`config.mk`:
```
export PLATFORM = sky130hd
export DESIGN_NAME = uart_cfg_ctrl_flat
export DESIGN_NICKNAME = d
export VERILOG_FILES = /design/src/rtl/uart_pkg.sv /design/src/rtl/uart_cfg_ctrl_if.sv /design/src/rtl/cfg_sync.sv /design/src/rtl/uart_cfg_ctrl.sv /design/src/flat_wrapper.sv
export SDC_FILE = /design/constraint.sdc
export NUM_CORES = 1
export LEC_CHECK = 0
export CAP_MARGIN = 5
export CORE_MARGIN = 2
export CORE_UTILIZATION = 40
export DETAILED_ROUTE_END_ITERATION = 12
export PLACE_DENSITY = 0.72
export SLEW_MARGIN = 30
export SYNTH_ARGS = -nofsm -noshare
export SYNTH_HDL_FRONTEND = slang
export SYNTH_HIERARCHICAL = 1
export SYNTH_SLANG_ARGS = --single-unit
export TNS_END_PERCENT = 30
```
`constraint.sdc`:
```
create_clock -name clk -period 6.2 [get_ports clk]
set_input_delay 1.24 -clock clk [delete_from_list [all_inputs] [get_ports clk]]
set_output_delay 1.24 -clock clk [all_outputs]
set_load 0.005 [all_outputs]
```
`src/rtl/uart_pkg.sv`:
```
// rtl/uart_pkg.sv - shared types, reset defaults and baud divisor table for the UART config sequencer
package uart_pkg;

    localparam int BAUD_K_W = 19;

    typedef enum logic [1:0] {
        IDLE   = 2'd0,
        SETTLE = 2'd1,
        HOLD   = 2'd2,
        APPLY  = 2'd3
    } cfg_state_e;

    typedef struct packed {
        logic [3:0] baud;
        logic       eight;
        logic       pen;
        logic       ohel;
    } cfg_word_t;

    localparam logic [3:0]          RESET_BAUD_CODE = 4'd4;
    localparam logic                RESET_EIGHT     = 1'b1;
    localparam logic                RESET_PEN       = 1'b0;
    localparam logic                RESET_OHEL      = 1'b0;
    localparam logic [BAUD_K_W-1:0] RESET_BAUD_K    = 19'd10417;
    localparam cfg_word_t           RESET_WORD      = '{RESET_BAUD_CODE, RESET_EIGHT, RESET_PEN, RESET_OHEL};

    // 100 MHz divided by the selected bit rate, rounded; codes 11-15 all map to the fastest rate
    function automatic logic [BAUD_K_W-1:0] baud_k(input logic [3:0] code);
        case (code)
            4'd0:    return 19'd333333;
            4'd1:    return 19'd83333;
            4'd2:    return 19'd41667;
            4'd3:    return 19'd20833;
            4'd4:    return 19'd10417;
            4'd5:    return 19'd5208;
            4'd6:    return 19'd2604;
            4'd7:    return 19'd1736;
            4'd8:    return 19'd868;
            4'd9:    return 19'd434;
            4'd10:   return 19'd217;
            default: return 19'd109;
        endcase
    endfunction

endpackage

```
`src/rtl/uart_cfg_ctrl_if.sv`:
```
// rtl/uart_cfg_ctrl_if.sv - switch, busy and committed-configuration signals of the UART config sequencer
interface uart_cfg_ctrl_if;
    import uart_pkg::*;

    logic [3:0]          baud_sw;
    logic                eight_sw;
    logic                pen_sw;
    logic                ohel_sw;
    logic                tx_busy;
    logic                rx_busy;
    logic                uart_hold;
    logic                cfg_load;
    logic [BAUD_K_W-1:0] cfg_baud_k;
    logic                cfg_eight;
    logic                cfg_pen;
    logic                cfg_ohel;

    modport master (
        output baud_sw, eight_sw, pen_sw, ohel_sw, tx_busy, rx_busy,
        input  uart_hold, cfg_load, cfg_baud_k, cfg_eight, cfg_pen, cfg_ohel
    );

    modport slave (
        input  baud_sw, eight_sw, pen_sw, ohel_sw, tx_busy, rx_busy,
        output uart_hold, cfg_load, cfg_baud_k, cfg_eight, cfg_pen, cfg_ohel
    );

endinterface

```
`src/rtl/cfg_sync.sv`:
```
// rtl/cfg_sync.sv - parameterized-width two-flop synchronizer with asynchronous active-low reset
module cfg_sync #(
    parameter int WIDTH = 7
) (
    input  logic             clk,
    input  logic             reset,
    input  logic [WIDTH-1:0] d_i,
    output logic [WIDTH-1:0] q_o
);

    logic [WIDTH-1:0] meta_q;
    logic [WIDTH-1:0] sync_q;

    always_ff @(posedge clk or negedge reset) begin
        if (!reset) begin
            meta_q <= '0;
            sync_q <= '0;
        end else begin
            meta_q <= d_i;
            sync_q <= meta_q;
        end
    end

    assign q_o = sync_q;

endmodule

```
`src/rtl/uart_cfg_ctrl.sv`:
```
// rtl/uart_cfg_ctrl.sv - debounced UART configuration commit sequencer; UART_CFG_DEBOUNCE_EN builds the settle counter
module uart_cfg_ctrl
    import uart_pkg::*;
#(
    parameter int DEBOUNCE_CYCLES = 1_000_000
) (
    input  logic           clk,
    input  logic           reset,
    uart_cfg_ctrl_if.slave cfg_if
);

    if (DEBOUNCE_CYCLES < 2) begin : g_bad_debounce
        $error("DEBOUNCE_CYCLES must be at least 2");
    end

    cfg_word_t           raw_w;
    cfg_word_t           sync_w;
    cfg_word_t           snap_q;
    cfg_word_t           commit_q;
    cfg_state_e          state_q;
    logic [BAUD_K_W-1:0] baud_k_q;
    logic                load_q;
    logic                hold_q;
    logic [1:0]          vld_q;
    logic                settle_done;

    assign raw_w = '{cfg_if.baud_sw, cfg_if.eight_sw, cfg_if.pen_sw, cfg_if.ohel_sw};

    cfg_sync #(.WIDTH(7)) u_sync (
        .clk   (clk),
        .reset (reset),
        .d_i   (raw_w),
        .q_o   (sync_w)
    );

`ifdef UART_CFG_DEBOUNCE_EN
    localparam int CNT_W = $clog2(DEBOUNCE_CYCLES);
    logic [CNT_W-1:0] cnt_q;
    assign settle_done = (cnt_q == CNT_W'(DEBOUNCE_CYCLES - 1));
`else
    assign settle_done = 1'b1;
`endif

    // vld_q blocks the IDLE compare until the synchronizer has flushed its reset zeros
    always_ff @(posedge clk or negedge reset) begin
        if (!reset) begin
            state_q  <= IDLE;
            snap_q   <= RESET_WORD;
            commit_q <= RESET_WORD;
            baud_k_q <= RESET_BAUD_K;
            load_q   <= 1'b0;
            hold_q   <= 1'b0;
            vld_q    <= 2'b00;
`ifdef UART_CFG_DEBOUNCE_EN
            cnt_q    <= '0;
`endif
        end else begin
            vld_q  <= {vld_q[0], 1'b1};
            load_q <= 1'b0;
            case (state_q)
                IDLE: begin
                    if (vld_q[1] && (sync_w != commit_q)) begin
                        snap_q  <= sync_w;
                        state_q <= SETTLE;
`ifdef UART_CFG_DEBOUNCE_EN
                        cnt_q   <= '0;
`endif
                    end
                end
                SETTLE: begin
                    if (sync_w != snap_q) begin
                        snap_q <= sync_w;
`ifdef UART_CFG_DEBOUNCE_EN
                        cnt_q  <= '0;
`endif
                    end else if (settle_done) begin
                        // a value that settled back onto the committed word is a rejected glitch
                        if (snap_q == commit_q) begin
                            state_q <= IDLE;
                            hold_q  <= 1'b0;
                        end else begin
                            state_q <= HOLD;
                            hold_q  <= 1'b1;
                        end
                    end else begin
`ifdef UART_CFG_DEBOUNCE_EN
                        cnt_q <= cnt_q + 1'b1;
`endif
                    end
                end
                HOLD: begin
                    if (sync_w != snap_q) begin
                        snap_q  <= sync_w;
                        state_q <= SETTLE;
`ifdef UART_CFG_DEBOUNCE_EN
                        cnt_q   <= '0;
`endif
                    end else if (!cfg_if.tx_busy && !cfg_if.rx_busy) begin
                        state_q  <= APPLY;
                        commit_q <= snap_q;
                        baud_k_q <= baud_k(snap_q.baud);
                        load_q   <= 1'b1;
                    end
                end
                APPLY: begin
                    state_q <= IDLE;
                    hold_q  <= 1'b0;
                end
                default: state_q <= IDLE;
            endcase
        end
    end

    assign cfg_if.uart_hold  = hold_q;
    assign cfg_if.cfg_load   = load_q;
    assign cfg_if.cfg_baud_k = baud_k_q;
    assign cfg_if.cfg_eight  = commit_q.eight;
    assign cfg_if.cfg_pen    = commit_q.pen;
    assign cfg_if.cfg_ohel   = commit_q.ohel;

endmodule

```
`src/flat_wrapper.sv`:
```
// flat-port wrapper written by rule: the top's interface ports become plain ports
module uart_cfg_ctrl_flat import uart_pkg::*;
#(
    parameter int DEBOUNCE_CYCLES = 1_000_000
)
  (clk, reset, cfg_if_baud_sw, cfg_if_eight_sw, cfg_if_pen_sw, cfg_if_ohel_sw, cfg_if_tx_busy, cfg_if_rx_busy, cfg_if_uart_hold, cfg_if_cfg_load, cfg_if_cfg_baud_k, cfg_if_cfg_eight, cfg_if_cfg_pen, cfg_if_cfg_ohel);
  uart_cfg_ctrl_if cfg_if_i ();
  input  logic clk;
  input  logic reset;
  input wire logic [$bits(cfg_if_i.baud_sw)-1:0] cfg_if_baud_sw;
  input wire logic [$bits(cfg_if_i.eight_sw)-1:0] cfg_if_eight_sw;
  input wire logic [$bits(cfg_if_i.pen_sw)-1:0] cfg_if_pen_sw;
  input wire logic [$bits(cfg_if_i.ohel_sw)-1:0] cfg_if_ohel_sw;
  input wire logic [$bits(cfg_if_i.tx_busy)-1:0] cfg_if_tx_busy;
  input wire logic [$bits(cfg_if_i.rx_busy)-1:0] cfg_if_rx_busy;
  output wire logic [$bits(cfg_if_i.uart_hold)-1:0] cfg_if_uart_hold;
  output wire logic [$bits(cfg_if_i.cfg_load)-1:0] cfg_if_cfg_load;
  output wire logic [$bits(cfg_if_i.cfg_baud_k)-1:0] cfg_if_cfg_baud_k;
  output wire logic [$bits(cfg_if_i.cfg_eight)-1:0] cfg_if_cfg_eight;
  output wire logic [$bits(cfg_if_i.cfg_pen)-1:0] cfg_if_cfg_pen;
  output wire logic [$bits(cfg_if_i.cfg_ohel)-1:0] cfg_if_cfg_ohel;
  assign cfg_if_i.baud_sw = cfg_if_baud_sw;
  assign cfg_if_i.eight_sw = cfg_if_eight_sw;
  assign cfg_if_i.pen_sw = cfg_if_pen_sw;
  assign cfg_if_i.ohel_sw = cfg_if_ohel_sw;
  assign cfg_if_i.tx_busy = cfg_if_tx_busy;
  assign cfg_if_i.rx_busy = cfg_if_rx_busy;
  assign cfg_if_uart_hold = cfg_if_i.uart_hold;
  assign cfg_if_cfg_load = cfg_if_i.cfg_load;
  assign cfg_if_cfg_baud_k = cfg_if_i.cfg_baud_k;
  assign cfg_if_cfg_eight = cfg_if_i.cfg_eight;
  assign cfg_if_cfg_pen = cfg_if_i.cfg_pen;
  assign cfg_if_cfg_ohel = cfg_if_i.cfg_ohel;
  uart_cfg_ctrl #(.DEBOUNCE_CYCLES(DEBOUNCE_CYCLES)) u_core (.clk(clk), .reset(reset), .cfg_if(cfg_if_i));
endmodule
```
==> flow_summary.toml <==
[outcome]
status = "complete, no violations"

[detailed_routing]
first_pass_iters = 4
top_layer_used = "met4"
m1WireLength_um = 2090
ant_nets = 0
drtIter0Drc = 74
drc = 0
vias = 1555
wl_met2_um = 1930
routed_wl_um = 4250
wl_per_cell_um = 13.3
routed-wl-met3_um = 169
route.detailed.vias_per_inst = 4.86

[worst_setup_path]
crit_fanout = 46
ff2ff_path_depth = 4
worstPathRequired_ns = 6.39
crit_start = "cfg_if_rx_busy"
crit_end = "u_core/cfg_if.cfg_baud_k[12]"
r2r_setup_slack_ns = 3.44
end_kind = "register"
worstReg2RegEnd = "u_core/cfg_if.cfg_baud_k[12]"
r2r_start = "u_core/snap_q[6]"
cp-start-kind = "input pin"
cp.arrival_ns = 2.96
crit_type = "input pin to register"

[timing]
relSlewSlack_pct = 45.3
setup_tns_ns = 0
setup_viol = 0
rsz0062_at_grt = "false"
finalHoldViolCount = 0
worstMarginPinSlew_ns = 0.820
final.setup_skew_ns = 0.00715
final_max_slew_viol_count = 0
post-route-period-util_pct = 44.6
max_freq_mhz = 362
min_period_ns = 2.77

[global_route]
grt_pass1_wl_um = 7390
track_usage_pct = 12.9
grt_overflow = 0
antenna_found_initial = 0
grt_start_max_net_pins = 53
grt_pass1_vias = 1560

[synthesis]
syn_inst = 217
syn-num-nets = 238
yosysTopAreaCell = "dfrtp_1"
synthDominantCellAreaShare_pct = 41.5
synth.distinct_cells = 38
yosysWarnings = 24
avgSynthCellArea_um2 = 11.7
ys_ff_latch = 52
synthTopCellsByArea = "dfrtp_1 42%, dfstp_2 10%, ha_1 4.9%"
synth.cell_area_um2 = 2530
yosysSeqAreaShare_pct = 51.9

[final_layout]
layoutNonFillerInstCount = 320
final_common_cell = "dfrtp_1"
layout_common_cells = "42 x dfrtp_1, 32 x clkdlybuf4s50_1, 29 x nand2_1"
final_area_um2 = 2980
num-nets-final = 265
drive_gt1_share_pct = 18.8
fill_cells = 558
antennaDiodeCount = 0
syn_to_final_growth_pct = 17.8

[placed_design]
placed_area_um2 = 2870
portBuffers = 33
dp_cells = 312
dp_hpwl_um = 2880
gp_congestion = 0.768

[floorplan]
die-area_um2 = 6980
ios = 35
initial_utilization_pct = 42.0
die_h_um = 83.6
row_count = 28
core_um2 = 6030
die_x_um = 83.6

[clock_tree]
cts_sinks = 52
postCtsSetupRepairBufs = 0
post_cts_resized = 0
clk_latency_ns = 0.30
cts_hold_buffers = 0
cts_root_buf = "clkbuf_8"
cts_tree = "done"
htree_levels = 2
cts_buffers = 5
clkTransAtPathRegs_ns = 0.09
clk_path_buf_depth = 2

[power]
power_density_nw_per_um2 = 346
total_power_uw = 1030
peakVddDrop_mv = 0.148
leakage_uw = 0.00129

[hold_path]
hp-class = "register to register"

[run]
cap_viol_max_count = 0
==> synthesized netlist by cell type (all sizes together) <==
cell / number
nor2: 7
nand2: 30
a211oi: 1
nor2b: 3
nor4: 1
o41ai: 3
a21oi: 5
and4b: 1
a211o: 1
o31ai: 6
a2bb2oi: 1
dfrtp: 42
inv: 9
and2: 1
dfstp: 10
o21a: 1
nand4: 4
xor2: 10
o21ai: 19
conb: 2
nand3b: 2
nor3: 1
o22ai: 2
nand3: 1
mux2i: 3
xnor2: 11
clkbuf: 5
buf: 9
mux2: 14
ha: 10
nand2b: 2
==> area by class of cell <==
type	count	area [µm²]	area share [%]
Timing Repair Buffer	34	333	11.2
Multi-Input combinational cell	142	1100	36.8
Clock inverter	3	42.5	1.43
Clock buffer	5	68.8	2.31
Tap cell	75	93.8	3.15
Inverter	9	33.8	1.13
Sequential cell	52	1310	44.0
==> critical path, cell delays in order <==
cell	delay, ns
clkdlybuf4s50_1	0.41
nor2_1	0.22
nand4_4	0.55
o41ai_2	0.51
==> power breakdown <==
part           switching [µW]  internal (µW)  total [µW]
clock                     111            119         230
sequential               83.7            384         468
combinational             170            164         334
==> how the worst min path moves through the flow <==
stage,from,to,slack (ns),cells after the start
finish,u_core/u_sync/meta_q[2],u_core/u_sync/q_o[2],0.35,0
global route,u_core/u_sync/meta_q[3],u_core/u_sync/q_o[3],0.36,0
CTS,u_core/u_sync/meta_q[3],u_core/u_sync/q_o[3],0.36,0
detailed placement,u_core/u_sync/meta_q[3],u_core/u_sync/q_o[3],0.33,0
global placement,u_core/u_sync/meta_q[5],u_core/u_sync/q_o[5],0.33,0
floorplan,u_core/u_sync/meta_q[0],u_core/u_sync/q_o[0],0.33,0
==> state kept, by name, summed over array words and instances (netlist names) <==
name                      count
u_core/cfg_if.cfg_baud_k     18
u_core/snap_q                 7
u_core/u_sync/meta_q          7
u_core/u_sync/q_o             7
u_core/commit_q               4
u_core/state_q                2
u_core/vld_q                  2
u_core/cfg_if.cfg_eight       1
u_core/cfg_if.cfg_load        1
u_core/cfg_if.cfg_ohel        1
u_core/cfg_if.cfg_pen         1
u_core/cfg_if.uart_hold       1
==> per-layer routing <==
| metal | vias to the layer above | global-route usage [%] |
|---|---|---|
| met5 | - | 0 |
| met4 | 0 | 4.55 |
| met3 | 6 | 3.56 |
| met2 | 31 | 19.3 |
| met1 | 744 | 17.9 |
| li1 | 774 | - |
==> per-stage QoR <==
| stage | utilization, % | setup slack, ns | hold WS (ns) |
|---|---|---|---|
| 6_report | 49.5 | 3.43 | 0.353 |
| 5_1_grt | 49.5 | 3.20 | 0.358 |
| 4_1_cts | 49.5 | 3.40 | 0.356 |
| 2_1_floorplan | - | 3.90 | 0.331 |
| 3_3_place_gp | 47.7 | 3.19 | 0.331 |
| 3_5_place_dp | 47.7 | 3.11 | 0.335 |
==> logic make-up after synthesis <==
family	after synthesis	synth area share, %
AOI/OAI and AO/OA	39	11.3
xor gates and xnor gates	21	7.26
adders and majority gates	10	4.94
buffers and inverters	23	4.79
DFF	52	51.9
muxes	17	8.45
other	2	0.297
and+or+nand+nor	53	11.1
Power figures use the tool's default switching activity.
